<file path="src/rtl/line_pkg.sv">
// Shared widths, screen limits, command record and sequencer state type.
// LINE_SEQ_POLYLINE_EN adds a per-command chain bit to seg_cmd_t.
package line_pkg;

  localparam int unsigned X_W      = 10;
  localparam int unsigned Y_W      = 9;
  localparam int unsigned SCREEN_W = 640;
  localparam int unsigned SCREEN_H = 480;

  typedef struct packed {
    logic [X_W-1:0] x0;
    logic [Y_W-1:0] y0;
    logic [X_W-1:0] x1;
    logic [Y_W-1:0] y1;
`ifdef LINE_SEQ_POLYLINE_EN
    logic           chain;
`endif
  } seg_cmd_t;

  typedef enum logic [2:0] {
    StIdle,
    StLaunch,
    StArm,
    StDraw,
    StRetire
  } seq_state_t;

endpackage

</file>
<file path="src/rtl/seg_fifo.sv">
// Synchronous FIFO of segment commands with a one-ahead read port so the
// sequencer can load the following command while retiring the current one.
module seg_fifo
  import line_pkg::*;
#(
  parameter int unsigned Depth = 4
) (
  input  logic                   clk,
  input  logic                   reset,
  input  logic                   push,
  input  seg_cmd_t               push_data,
  input  logic                   pop,
  output seg_cmd_t               head,
  output seg_cmd_t               head_next,
  output logic                   full,
  output logic                   empty,
  output logic [$clog2(Depth):0] count
);

  localparam int unsigned PtrW = $clog2(Depth);
  localparam int unsigned CntW = PtrW + 1;

  seg_cmd_t        mem [Depth];
  logic [PtrW-1:0] wr_ptr_q, rd_ptr_q;
  logic [CntW-1:0] count_q, count_d;
  logic            do_push, do_pop;

  assign full      = (count_q == CntW'(Depth));
  assign empty     = (count_q == '0);
  assign do_push   = push && !full;
  assign do_pop    = pop && !empty;
  assign head      = mem[rd_ptr_q];
  assign head_next = mem[rd_ptr_q + PtrW'(1)];
  assign count     = count_q;

  always_comb begin
    count_d = count_q;
    if (do_push && !do_pop) begin
      count_d = count_q + CntW'(1);
    end else if (do_pop && !do_push) begin
      count_d = count_q - CntW'(1);
    end
  end

  always_ff @(posedge clk) begin
    if (do_push) begin
      mem[wr_ptr_q] <= push_data;
    end
  end

  always_ff @(posedge clk or negedge reset) begin
    if (!reset) begin
      wr_ptr_q <= '0;
      rd_ptr_q <= '0;
      count_q  <= '0;
    end else begin
      if (do_push) wr_ptr_q <= wr_ptr_q + PtrW'(1);
      if (do_pop)  rd_ptr_q <= rd_ptr_q + PtrW'(1);
      count_q <= count_d;
    end
  end

endmodule

</file>
<file path="src/rtl/line_sequencer.sv">
// Queues segment commands and launches them one at a time to a line drawer.
// Build option LINE_SEQ_POLYLINE_EN adds cmd_chain for joined polylines.
module line_sequencer
  import line_pkg::*;
#(
  parameter int unsigned FIFO_DEPTH     = 4,
  parameter int unsigned TIMEOUT_CYCLES = 1024
) (
  input  logic           clk,
  input  logic           reset,
  input  logic           cmd_valid,
  output logic           cmd_ready,
  input  logic [X_W-1:0] cmd_x0,
  input  logic [X_W-1:0] cmd_x1,
  input  logic [Y_W-1:0] cmd_y0,
  input  logic [Y_W-1:0] cmd_y1,
`ifdef LINE_SEQ_POLYLINE_EN
  input  logic           cmd_chain,
`endif
  output logic [X_W-1:0] x0,
  output logic [X_W-1:0] x1,
  output logic [Y_W-1:0] y0,
  output logic [Y_W-1:0] y1,
  output logic           nextstate,
  input  logic           write_done,
  output logic           busy,
  output logic [7:0]     seg_count,
  output logic           timeout_err
);

  localparam int unsigned CntW = $clog2(FIFO_DEPTH) + 1;
  localparam int unsigned TmrW = $clog2(TIMEOUT_CYCLES + 1);

  seq_state_t      state_q, state_d;
  seg_cmd_t        push_cmd, fifo_head, fifo_head_next, load_cmd;
  logic            fifo_full, fifo_empty, fifo_pop;
  logic [CntW-1:0] fifo_count;
  logic            load, timer_done, timeout_hit;
  logic [TmrW-1:0] timer_q, timer_d;
  logic [X_W-1:0]  x0_q, x0_d, x1_q, x1_d;
  logic [Y_W-1:0]  y0_q, y0_d, y1_q, y1_d;
  logic [7:0]      seg_count_q, seg_count_d;
  logic            timeout_err_q, timeout_err_d;

  always_comb begin
    push_cmd    = '0;
    push_cmd.x0 = cmd_x0;
    push_cmd.y0 = cmd_y0;
    push_cmd.x1 = cmd_x1;
    push_cmd.y1 = cmd_y1;
`ifdef LINE_SEQ_POLYLINE_EN
    push_cmd.chain = cmd_chain;
`endif
  end

  seg_fifo #(
    .Depth (FIFO_DEPTH)
  ) u_fifo (
    .clk       (clk),
    .reset     (reset),
    .push      (cmd_valid),
    .push_data (push_cmd),
    .pop       (fifo_pop),
    .head      (fifo_head),
    .head_next (fifo_head_next),
    .full      (fifo_full),
    .empty     (fifo_empty),
    .count     (fifo_count)
  );

  assign cmd_ready  = !fifo_full;
  assign timer_done = (timer_q == TmrW'(TIMEOUT_CYCLES - 1));

  always_comb begin
    state_d     = state_q;
    fifo_pop    = 1'b0;
    load        = 1'b0;
    load_cmd    = fifo_head;
    timeout_hit = 1'b0;
    unique case (state_q)
      StIdle: begin
        if (!fifo_empty) begin
          state_d = StLaunch;
          load    = 1'b1;
        end
      end
      StLaunch: state_d = StArm;
      // A high write_done here is the previous segment's completion level.
      StArm: begin
        if (timer_done) begin
          state_d     = StRetire;
          timeout_hit = 1'b1;
        end else if (!write_done) begin
          state_d = StDraw;
        end
      end
      StDraw: begin
        if (write_done) begin
          state_d = StRetire;
        end else if (timer_done) begin
          state_d     = StRetire;
          timeout_hit = 1'b1;
        end
      end
      StRetire: begin
        fifo_pop = 1'b1;
        // The head is still the retiring entry, so the next launch reads one ahead.
        if (fifo_count > CntW'(1)) begin
          state_d  = StLaunch;
          load     = 1'b1;
          load_cmd = fifo_head_next;
        end else begin
          state_d = StIdle;
        end
      end
      default: state_d = StIdle;
    endcase
  end

  always_comb begin
    x0_d = x0_q;
    y0_d = y0_q;
    x1_d = x1_q;
    y1_d = y1_q;
    if (load) begin
      x0_d = load_cmd.x0;
      y0_d = load_cmd.y0;
      x1_d = load_cmd.x1;
      y1_d = load_cmd.y1;
`ifdef LINE_SEQ_POLYLINE_EN
      if (load_cmd.chain) begin
        x0_d = x1_q;
        y0_d = y1_q;
      end
`endif
    end
  end

  always_comb begin
    timer_d = timer_q;
    if (load) begin
      timer_d = '0;
    end else if (state_q == StArm || state_q == StDraw) begin
      timer_d = timer_q + TmrW'(1);
    end
    seg_count_d   = seg_count_q + 8'(state_q == StRetire);
    timeout_err_d = timeout_err_q | timeout_hit;
  end

  always_ff @(posedge clk or negedge reset) begin
    if (!reset) begin
      state_q       <= StIdle;
      timer_q       <= '0;
      x0_q          <= '0;
      y0_q          <= '0;
      x1_q          <= '0;
      y1_q          <= '0;
      seg_count_q   <= '0;
      timeout_err_q <= 1'b0;
    end else begin
      state_q       <= state_d;
      timer_q       <= timer_d;
      x0_q          <= x0_d;
      y0_q          <= y0_d;
      x1_q          <= x1_d;
      y1_q          <= y1_d;
      seg_count_q   <= seg_count_d;
      timeout_err_q <= timeout_err_d;
    end
  end

  assign nextstate   = (state_q == StLaunch);
  assign busy        = (state_q != StIdle);
  assign x0          = x0_q;
  assign y0          = y0_q;
  assign x1          = x1_q;
  assign y1          = y1_q;
  assign seg_count   = seg_count_q;
  assign timeout_err = timeout_err_q;

endmodule

</file>
<file path="config.mk">
export PLATFORM = sky130hd
export DESIGN_NAME = line_sequencer
export DESIGN_NICKNAME = d
export VERILOG_FILES = /design/src/rtl/line_pkg.sv /design/src/rtl/seg_fifo.sv /design/src/rtl/line_sequencer.sv
export SDC_FILE = /design/constraint.sdc
export NUM_CORES = 1
export LEC_CHECK = 0
export ABC_AREA = 1
export CAP_MARGIN = 20
export CELL_PAD_IN_SITES_DETAIL_PLACEMENT = 1
export CELL_PAD_IN_SITES_GLOBAL_PLACEMENT = 1
export CORE_UTILIZATION = 41
export CTS_CLUSTER_SIZE = 40
export DETAILED_ROUTE_END_ITERATION = 10
export PLACE_DENSITY = 0.82
export SLEW_MARGIN = 20
export SYNTH_ARGS = -nofsm -noshare
export SYNTH_HDL_FRONTEND = slang
export SYNTH_SLANG_ARGS = --single-unit
export TNS_END_PERCENT = 1
</file>
<file path="constraint.sdc">
create_clock -name clk -period 2.93 [get_ports clk]
set_clock_uncertainty 0.05 [all_clocks]
set_input_delay 0.879 -clock clk [delete_from_list [all_inputs] [get_ports clk]]
set_output_delay 0.879 -clock clk [all_outputs]
set_load 0.01 [all_outputs]
</file>
* Word level (Yosys, flattened, before mapping)
Memories as Yosys holds them, arrays and structs flattened. Cells that the tools add are included.
Word-level totals: register bits 68, bits in writable memories 152, bits of input ports 42, output and inout port bits 50, logic and storage cells 66, memories 1
Memories:
- u_fifo.mem | words 4, width 38, rd ports 2, clocked after Yosys merged registers in 0, write ports 1, line seg_fifo.sv:23 | seg_cmd_t mem [Depth];
Cells by class: add/sub/neg operators 6, magnitude comparators 1, equality and inequality tests 9, muxes and demuxes 22, bitwise logic cells 1, reductions and logical operators 15
Operators by type and width (count):
- $mux W38 | 2
- $mux W11 | 2
- $mux W3 | 7
- $pmux W3 S5 | 1
- $add A11 B1 Y11 const B | 1
- $eq A11 B10 Y1 const B | 1
- $add A8 B1 Y8 | 1
- $mux W1 | 8
- $eq A3 B2 Y1 const B | 2
- $eq A3 B3 Y1 const B | 2
- $logic_not A3 Y1 | 2
- $ne A3 B3 Y1 const B | 2
- $add A2 B1 Y2 const B | 2
- $logic_and A1 B1 Y1 | 4
- $logic_not A1 Y1 | 4
- $pmux W1 S2 | 2
- $reduce_bool A2 Y1 | 2
- $add A3 B1 Y3 const B | 1
- $eq A3 B1 Y1 const B | 1
- $gt A3 B1 Y1 const B | 1
- $reduce_and A3 Y1 | 1
- $reduce_bool A3 Y1 | 1
- $sub A3 B1 Y3 const B | 1
- $ne A2 B2 Y1 const B | 1
- 2 further kinds | 2

* Longest topological paths before layout
Gate-level depths: netlist of run 1.
depth in word-level cells 7, gate-level depth with buffers 12, gate-level depth less buffers 12

* Hierarchy
A second synthesis of run 1 with hierarchy kept.
Unflattened totals: cell total of the unflattened synthesis 1193, area, all modules 10979.3 um^2
By module, submodules not included:
- seg_fifo | times used 1, cells each 799, area each 7880.1 um^2, seq. area each 4739.5 um^2
- line_sequencer | times used 1, cells each 394, area each 3099.2 um^2, seq. area each 1526.5 um^2

* Worst setup path after synthesis of run 1
No wires, ideal clock.
path kind in2reg, from in cmd_valid, to mem u_fifo.mem[0][0] in the netlist's numbering, enable pin, setup time 0.433 ns, data arrival time 2.624 ns, required time 2.447 ns, setup slack -0.178 ns, cell stages on the path 2, path buffers 0, cells stage by stage nand2_1 nor2_1
On the way: word-level cells in the longest chain between the ends 3
RTL lines:
- start: declaration | line line_sequencer.sv:11 | input logic cmd_valid,
- $logic_and A1 B1 Y1 | line seg_fifo.sv:30 | assign do_push = push && !full;
- $mux W1 | line seg_fifo.sv:46 | if (do_push) begin
- $mux W1 (not written as such) | line seg_fifo.sv:47 | mem[wr_ptr_q] <= push_data;
- end: declaration | line seg_fifo.sv:23
No other way between the ends.

* Final worst setup path of run 1
from reg u_fifo.count_q[1], in the netlist u_fifo.count[1], to out cmd_ready
On the way: word-level cells in the longest chain between the ends 2
RTL lines:
- start: declaration | line seg_fifo.sv:25 | logic [CntW-1:0] count_q, count_d;
- start signal: assignment | line seg_fifo.sv:59 | count_q <= count_d;
- $eq A3 B3 Y1 | line seg_fifo.sv:28 | assign full = (count_q == CntW'(Depth));
- $logic_not A1 Y1 | line line_sequencer.sv:71 | assign cmd_ready = !fifo_full;
- end: declaration | line line_sequencer.sv:12 | output logic cmd_ready,
No other way between the ends.

==> reports/metrics.csv, run 1 <==
stage;metric;value;unit
critical_path;Reg2Reg Depth;11;
die;CORE AREA;0.0251;sq mm
synthesis;Seq/Total Area, Yosys;60.0;%
power;Total Power;13.6;mW
synthesis;post-synth cell types;34;
die;Die Area;0.0261;sq mm
timing;Tmin final;2800;ps
worst_hold_path;worst hold start;seg_count[7];
status;status;finished clean;
global_routing;largest net degree at the start of global routing;65;
critical_path;RR Endpoint;u_fifo.count[2];
synthesis;Syn Area/Cell;9.74;sq um
routing;wire length on met3;1410;um
routing;highest routed layer;met4;
placed_design;post-placement setup slack;362;ps
synthesis;area leader, netlist;edfxtp_1;
global_routing;gr ovfl total;0;
critical_path;crit path kind;register to output pin;
critical_path;startpoint types;register;
routing;via count;8128;
synthesis;share of the synthesized area in the top cell type;43.7;%
routing;drt wl/cell;19.7;um
routing;Post-Route M1 WL;12300;um
routing;post-route ant nets;0;
critical_path;Max FO, Critical Path;4;
cts;clk sink count;220;
global_routing;vias in the first global route;8968;
cts;worst skew pair latency;520;ps
timing;Hold Fails Final Rpt;0;
die;Rows;58;
routing;DR iter-0 viols;476;
synthesis;post-synthesis cell count;1072;
synthesis;Synth area leaders;edfxtp_1 44%, dfrtp_1 16%, nand2_1 12%;
critical_path;worst reg-to-reg setup slack;630;ps
routing;DRC;0;
synthesis;Syn Std Cell Area;0.0104;sq mm
critical_path;Worst Path Required;2000;ps
critical_path;CP endpoint kind;output pin;
cts;TritonCTS clock tree;built;
timing;max-slew violations;0;
synthesis;Post-synth ARST share;30.9;%
synthesis;number of synthesized register bits;220;
timing;Fin Hold WS;431;ps
critical_path;worst path bufs/invs;2;
critical_path;slowest CP cell;clkdlybuf4s50_1;
cts;Post-CTS Hold Buffers;0;
critical_path;Crit path max-delay family;buffers and inverters;
routing;met2 wire length;15200;um
flow_run;max capacitance violation total;0;
worst_hold_path;Min-Delay Path Class;register to register;
cells_and_area;fraction of layout cells with a size suffix above 1;9.70;%
power;Power Dens Cells;1090;mW/mm^2
synthesis;Yosys warnings;0;
power;LEAKAGE;5.07;nW
cts;clock-pin slew on the worst setup and hold paths;60;ps
timing;Slew @ Worst Pin;899;ps
die;Initial Utilization;41.6;%
critical_path;worst stage delay on the critical path;550;ps
cts;number of CTS-inserted buffers;25;
placed_design;port bufs;91;
timing;RSZ-0062 raised after global routing;no;
global_routing;Total Routing Usage GR;23.4;%
timing;final setup vio count;0;
worst_hold_path;hold path depth;1;
cells_and_area;Final nets;1210;
die;Die Wd;162;um
timing;fmax;0.357;GHz
cts;Clock Path Buffers;3;
cells_and_area;Layout Cells excl Fill;1505;
power;maximum vdd drop;0.000624;V
cts;Root Driver;clkbuf_16;
timing;relative slew slack;40.1;%
timing;crit share post-route;95.7;%
die;I/O Pins;92;
cts;H-tree lvl count;1;
global_routing;global-route wire length before repair;47400;um
placed_design;dpl cells;1459;
routing;Routed Wire Length;29700;um
critical_path;crit-path cells;inv_1 -> ha_1 -> nand2_1 -> clkdlybuf4s50_1;
cells_and_area;Antenna Cells;0;
timing;final worst setup slack;126;ps
critical_path;Arr. time, crit path;1880;ps
cells_and_area;Area growth syn-to-layout;20.0;%
cts;setup bufs post-CTS;0;
routing;via-per-instance ratio;5.40;
synthesis;EDFF count, synth;152;
placed_design;DP Wirelength;18900;um
routing;drt pass-1 iters;5;
synthesis;syn nets;1126;
cts;CTS resizes;0;
synthesis;Post-synth top flop;edfxtp_1;
placed_design;Final GP Congestion;0.766;
global_routing;initial antenna violation count;0;
die;Die Height;162;um
critical_path;Critical R2R Launch;u_fifo.count[1];
worst_hold_path;Hold Crit Endpoint;seg_count[7];
cells_and_area;Final Core Density;49.9;%
==> through the flow <==
step / setup TNS (ps) / cell area (sq um)
after CTS: 0 / 12500
after detailed placement: 0 / 11700
after global placement: 0 / 11700
final: 0 / 12500
after global routing: 0 / 12500
after floorplan: -26990 / 10400
==> flip-flops by register name, summed over array words and instances (netlist names) <==
name,count
seg_count,8
state_q,3
timeout_err,1
timer_q,11
u_fifo.count,3
u_fifo.mem,152
u_fifo.rd_ptr_q,2
u_fifo.wr_ptr_q,2
x0,10
x1,10
y0,9
y1,9
==> power breakdown <==
part	total (mW)	internal [mW]	switching, mW
combinational	5.86	2.05	3.81
sequential	4.66	4.21	0.447
clock	3.09	1.85	1.24
==> Yosys cell counts, types with 15 or more instances <==
| cell type | count |
|---|---|
| nand2_1 | 336 |
| edfxtp_1 | 152 |
| nand3_1 | 114 |
| nor2_1 | 82 |
| o21ai_0 | 72 |
| dfrtp_1 | 68 |
| inv_1 | 52 |
| buf_2 | 23 |
| o21ai_1 | 21 |
| o211ai_1 | 19 |
| nand3_2 | 18 |
| clkbuf_1 | 15 |
==> cells by family after synthesis <==
family / Yosys count / share of synthesized area, %
and+or+nand+nor: 566 / 23.5
DFF: 220 / 60.0
AOI/OAI and AO/OA: 141 / 8.18
buffers and inverters: 120 / 5.78
xor gates and xnor gates: 13 / 1.09
adders and majority gates: 12 / 1.44
==> how the worst max path moves through the flow <==
stage | startpoint | endpoint | slack (ps) | cells after the start
after CTS | u_fifo.count[0] | cmd_ready | 50 | 4
after floorplan | cmd_valid | u_fifo.mem[0][0] | -180 | 2
after global placement | cmd_valid | u_fifo.mem[1][22] | 410 | 5
after detailed placement | cmd_valid | u_fifo.mem[1][5] | 360 | 5
after global routing | u_fifo.count[1] | cmd_ready | 30 | 4
final | u_fifo.count[1] | cmd_ready | 130 | 4
==> worst register-to-register path, cell delays in order, from the launching register on <==
cell	delay (ps)
dfrtp_1	380
inv_1	110
ha_1	210
nand2_1	150
inv_1	60
nor2_1	310
inv_1	80
ha_1	370
nor2_1	120
o21ai_0	120
xor2_1	160
inv_1	60
==> metal layers <==
| metal | up-vias | track usage [%] |
|---|---|---|
| met5 | - | 0 |
| met4 | 0 | 8.19 |
| met3 | 58 | 2.90 |
| met2 | 212 | 42.1 |
| met1 | 4081 | 28.6 |
| li1 | 3777 | - |
==> cell usage in the layout (no fill, tap or decap), types with 2 or more instances in the layout <==
master           Yosys  final
nand2_1            336    336
edfxtp_1           152    152
nand3_1            114    114
clkdlybuf4s50_1      0     90
nor2_1              82     78
o21ai_0             72     72
dfrtp_1             68     65
inv_1               52     52
clkbuf_16            0     25
o21ai_1             21     21
o211ai_1            19     19
buf_4               11     19
nand3_2             18     18
ha_1                12     12
xor2_1              11     11
a22oi_1             11     11
o211ai_2             8      8
clkbuf_1            15      8
buf_12               0      8
inv_2                7      7
nor2_4               2      7
a21oi_1              6      6
nor3_1               5      5
clkbuf_8             0      4
clkinv_1             0      4
nand2_4              3      3
nand2_2              2      2
xnor2_1              2      2
o21bai_1             2      2
clkinv_2             0      2
bufinv_16            0      2
dfrtp_2              0      2
==> area by class of cell <==
class | instances | area, sq um
inverter | 60 | 228
fill | 2836 | 12600
multi-input combinational | 732 | 3600
timing repair buffer | 117 | 1200
clock buffer | 37 | 711
tap | 330 | 413
clock inverter | 9 | 93.8
sequential | 220 | 6270
Note: power is estimated with default switching activity, not from simulation.
==> run 2, diff against run 1 <==
CORE_MARGIN = 2   (was unset)
==> reports/metrics.csv, run 2 (synthesis results as in run 1) <==
stage;metric;value;unit;change
timing;relative slew slack;46.9;%;was 40.1%
timing;Tmin final;2810;ps;was 2800 ps
cts;clk sink count;220;;unchanged
power;clock network power share;22.8;%;was 22.7%
routing;post-route ant nets;0;;unchanged
critical_path;startpoint types;register;;unchanged
critical_path;Critical R2R Launch;u_fifo.rd_ptr_q[0];;was u_fifo.count[1]
die;I/O Pins;92;;unchanged
placed_design;DP Wirelength;18200;um;was 18900 um
timing;max-slew violations;0;;unchanged
cts;clock-pin slew on the worst setup and hold paths;60;ps;about the same
cts;TritonCTS clock tree;built;;unchanged
power;maximum vdd drop;0.000603;V;was 0.000624 V
routing;DR iter-0 viols;618;;was 476
cts;number of CTS-inserted buffers;26;;was 25
worst_hold_path;Min-Delay Path Class;input pin to async pin;;was register to register
power;internal power;8.05;mW;was 8.11 mW
cells_and_area;Largest regs;u_fifo.mem: 152 flops, timer_q: 11 flops;;unchanged
global_routing;largest net degree at the start of global routing;62;;was 65
critical_path;crit path kind;register to output pin;;unchanged
routing;DRC;0;;unchanged
die;Die Wd;164;um;was 162 um
die;Initial Utilization;41.6;%;unchanged
routing;via count;8163;;was 8128
status;status;finished clean;;unchanged
timing;crit share post-route;95.8;%;was 95.7%
die;Rows;58;;unchanged
critical_path;slowest CP cell;clkdlybuf4s50_1;;unchanged
routing;drt wl/cell;19.7;um;about the same
power;Total Power;13.6;mW;about the same
cells_and_area;Most flops, register;u_fifo.mem;;unchanged
timing;final setup vio count;0;;unchanged
cells_and_area;Final nets;1211;;was 1210
critical_path;Reg2Reg Depth;7;;was 11
flow_run;max capacitance violation total;0;;unchanged
cells_and_area;fraction of layout cells with a size suffix above 1;9.52;%;was 9.70%
critical_path;Arr. time, crit path;1880;ps;about the same
critical_path;RR Endpoint;x1[2];;was u_fifo.count[2]
global_routing;Total Routing Usage GR;22.4;%;was 23.4%
global_routing;initial antenna violation count;1;;was 0
cells_and_area;Area growth syn-to-layout;19.6;%;was 20.0%
cts;Post-CTS Hold Buffers;0;;unchanged
die;Die Height;164;um;was 162 um
power;Power Dens Cells;1090;mW/mm^2;about the same
critical_path;worst reg-to-reg setup slack;720;ps;was 630 ps
timing;Hold Fails Final Rpt;0;;unchanged
critical_path;crit-path cells;inv_1 -> ha_1 -> nand2_1 -> clkdlybuf4s50_1;;unchanged
placed_design;Final GP Congestion;0.758;;was 0.766
cells_and_area;max FFs per register;152;;unchanged
cts;Clock Path Buffers;3;;unchanged
placed_design;placed cell area;0.0117;sq mm;about the same
routing;Routed Wire Length;29600;um;was 29700 um
critical_path;Max FO, Critical Path;4;;unchanged
critical_path;CP endpoint kind;output pin;;unchanged
timing;fmax;0.356;GHz;was 0.357 GHz
global_routing;global-route wire length before repair;46900;um;was 47400 um
routing;drt pass-1 iters;4;;was 5
timing;RSZ-0062 raised after global routing;no;;unchanged
die;CORE AREA;0.0251;sq mm;unchanged
power;LEAKAGE;5.05;nW;was 5.07 nW
routing;via-per-instance ratio;5.41;;was 5.40
cells_and_area;fin area;0.0125;sq mm;about the same
critical_path;worst stage delay on the critical path;550;ps;about the same
cells_and_area;most frequent cells in the layout;336 x nand2_1, 152 x edfxtp_1, 114 x nand3_1;;unchanged
power;P_sw;5.51;mW;was 5.49 mW
global_routing;gr ovfl total;0;;unchanged
placed_design;port bufs;91;;unchanged
cts;worst skew pair latency;530;ps;was 520 ps
cts;H-tree lvl count;1;;unchanged
critical_path;Worst Path Required;2000;ps;about the same
die;Die Area;0.0268;sq mm;was 0.0261 sq mm
power;Seq pwr share;35.3;%;was 34.2%
cells_and_area;commonest non-fill, non-tap cell in the layout;nand2_1;;unchanged
power;Sw Share;40.6;%;was 40.4%
cts;Root Driver;clkbuf_16;;unchanged
global_routing;vias in the first global route;8779;;was 8968
timing;Slew @ Worst Pin;795;ps;was 899 ps
power;Comb power frac;41.9;%;was 43.1%
==> run 2: cell count changes in the layout (fill, tap and decap cells not counted), sizes merged <==
cell	before	now
bufinv	2	1
clkinv	6	5
clkbuf	37	42
diode	0	1
inv	61	60
==> run 2: worst max path at each step <==
stage,from,endpoint,slack (ps),depth (start not counted)
6_report,u_fifo.count[1],cmd_ready,120,4
3_3_place_gp,cmd_valid,u_fifo.mem[3][22],450,5
2_1_floorplan,cmd_valid,u_fifo.mem[0][0],-180,2
5_1_grt,u_fifo.count[1],cmd_ready,30,4
3_5_place_dp,cmd_valid,u_fifo.mem[3][28],430,5
4_1_cts,u_fifo.count[0],cmd_ready,80,4
==> run 2: cell type report <==
type | count | area, sq um
fill | 2859 | 12600
sequential | 220 | 6270
multi-input combinational | 732 | 3600
timing repair buffer | 117 | 1150
clock buffer | 42 | 752
tap | 330 | 413
inverter | 60 | 228
clock inverter | 6 | 55.1
antenna | 1 | 2.50
==> run 2: critical path, delay by kind of cell, from the launching register on <==
kind / cells / cell delay, ps
flip-flops: 1 / 370
buffers and inverters: 2 / 650
adder cells (fa/ha/maj): 1 / 210
AND/OR/NAND/NOR: 1 / 120
==> run 2: timing repair <==
action / 4_1_cts / 5_1_grt
gates resized for setup: 0 / 1
setup endpoints to repair: 0 / 1
buffers inserted: 0 / 0
hold endpoints to repair: 0 / 0
==> run 2: power by group through the flow <==
stage                     Clock [mW]  Sequential [mW]  Combinational (mW)
after floorplan                    0             4.73                3.65
after global placement             0             4.77                5.36
after detailed placement           0             4.82                5.62
after CTS                       3.15             4.78                5.73
after global routing            3.25             4.88                6.29
final                           3.09             4.78                5.68
==> run 2: routing by layer <==
layer	vias to the layer above	global-route usage, %	wire, um
li1	3784	-	-
met1	4090	28.3	12800
met2	228	39.8	14800
met3	61	2.97	1430
met4	0	6.82	667
met5	-	0	0
==> run 2: per-stage QoR <==
stage | setup TNS, ps | worst slack, ps | utilization, % | instances | hold slack, ps
2_1_floorplan | -26990 | -178 | - | 1072 | 425
3_3_place_gp | 0 | 452 | 46.5 | 1459 | 415
3_5_place_dp | 0 | 431 | 46.5 | 1459 | 414
4_1_cts | 0 | 79.5 | 49.7 | 1507 | 345
5_1_grt | 0 | 28.0 | 49.7 | 1507 | 376
6_report | 0 | 123 | 49.7 | 1508 | 332
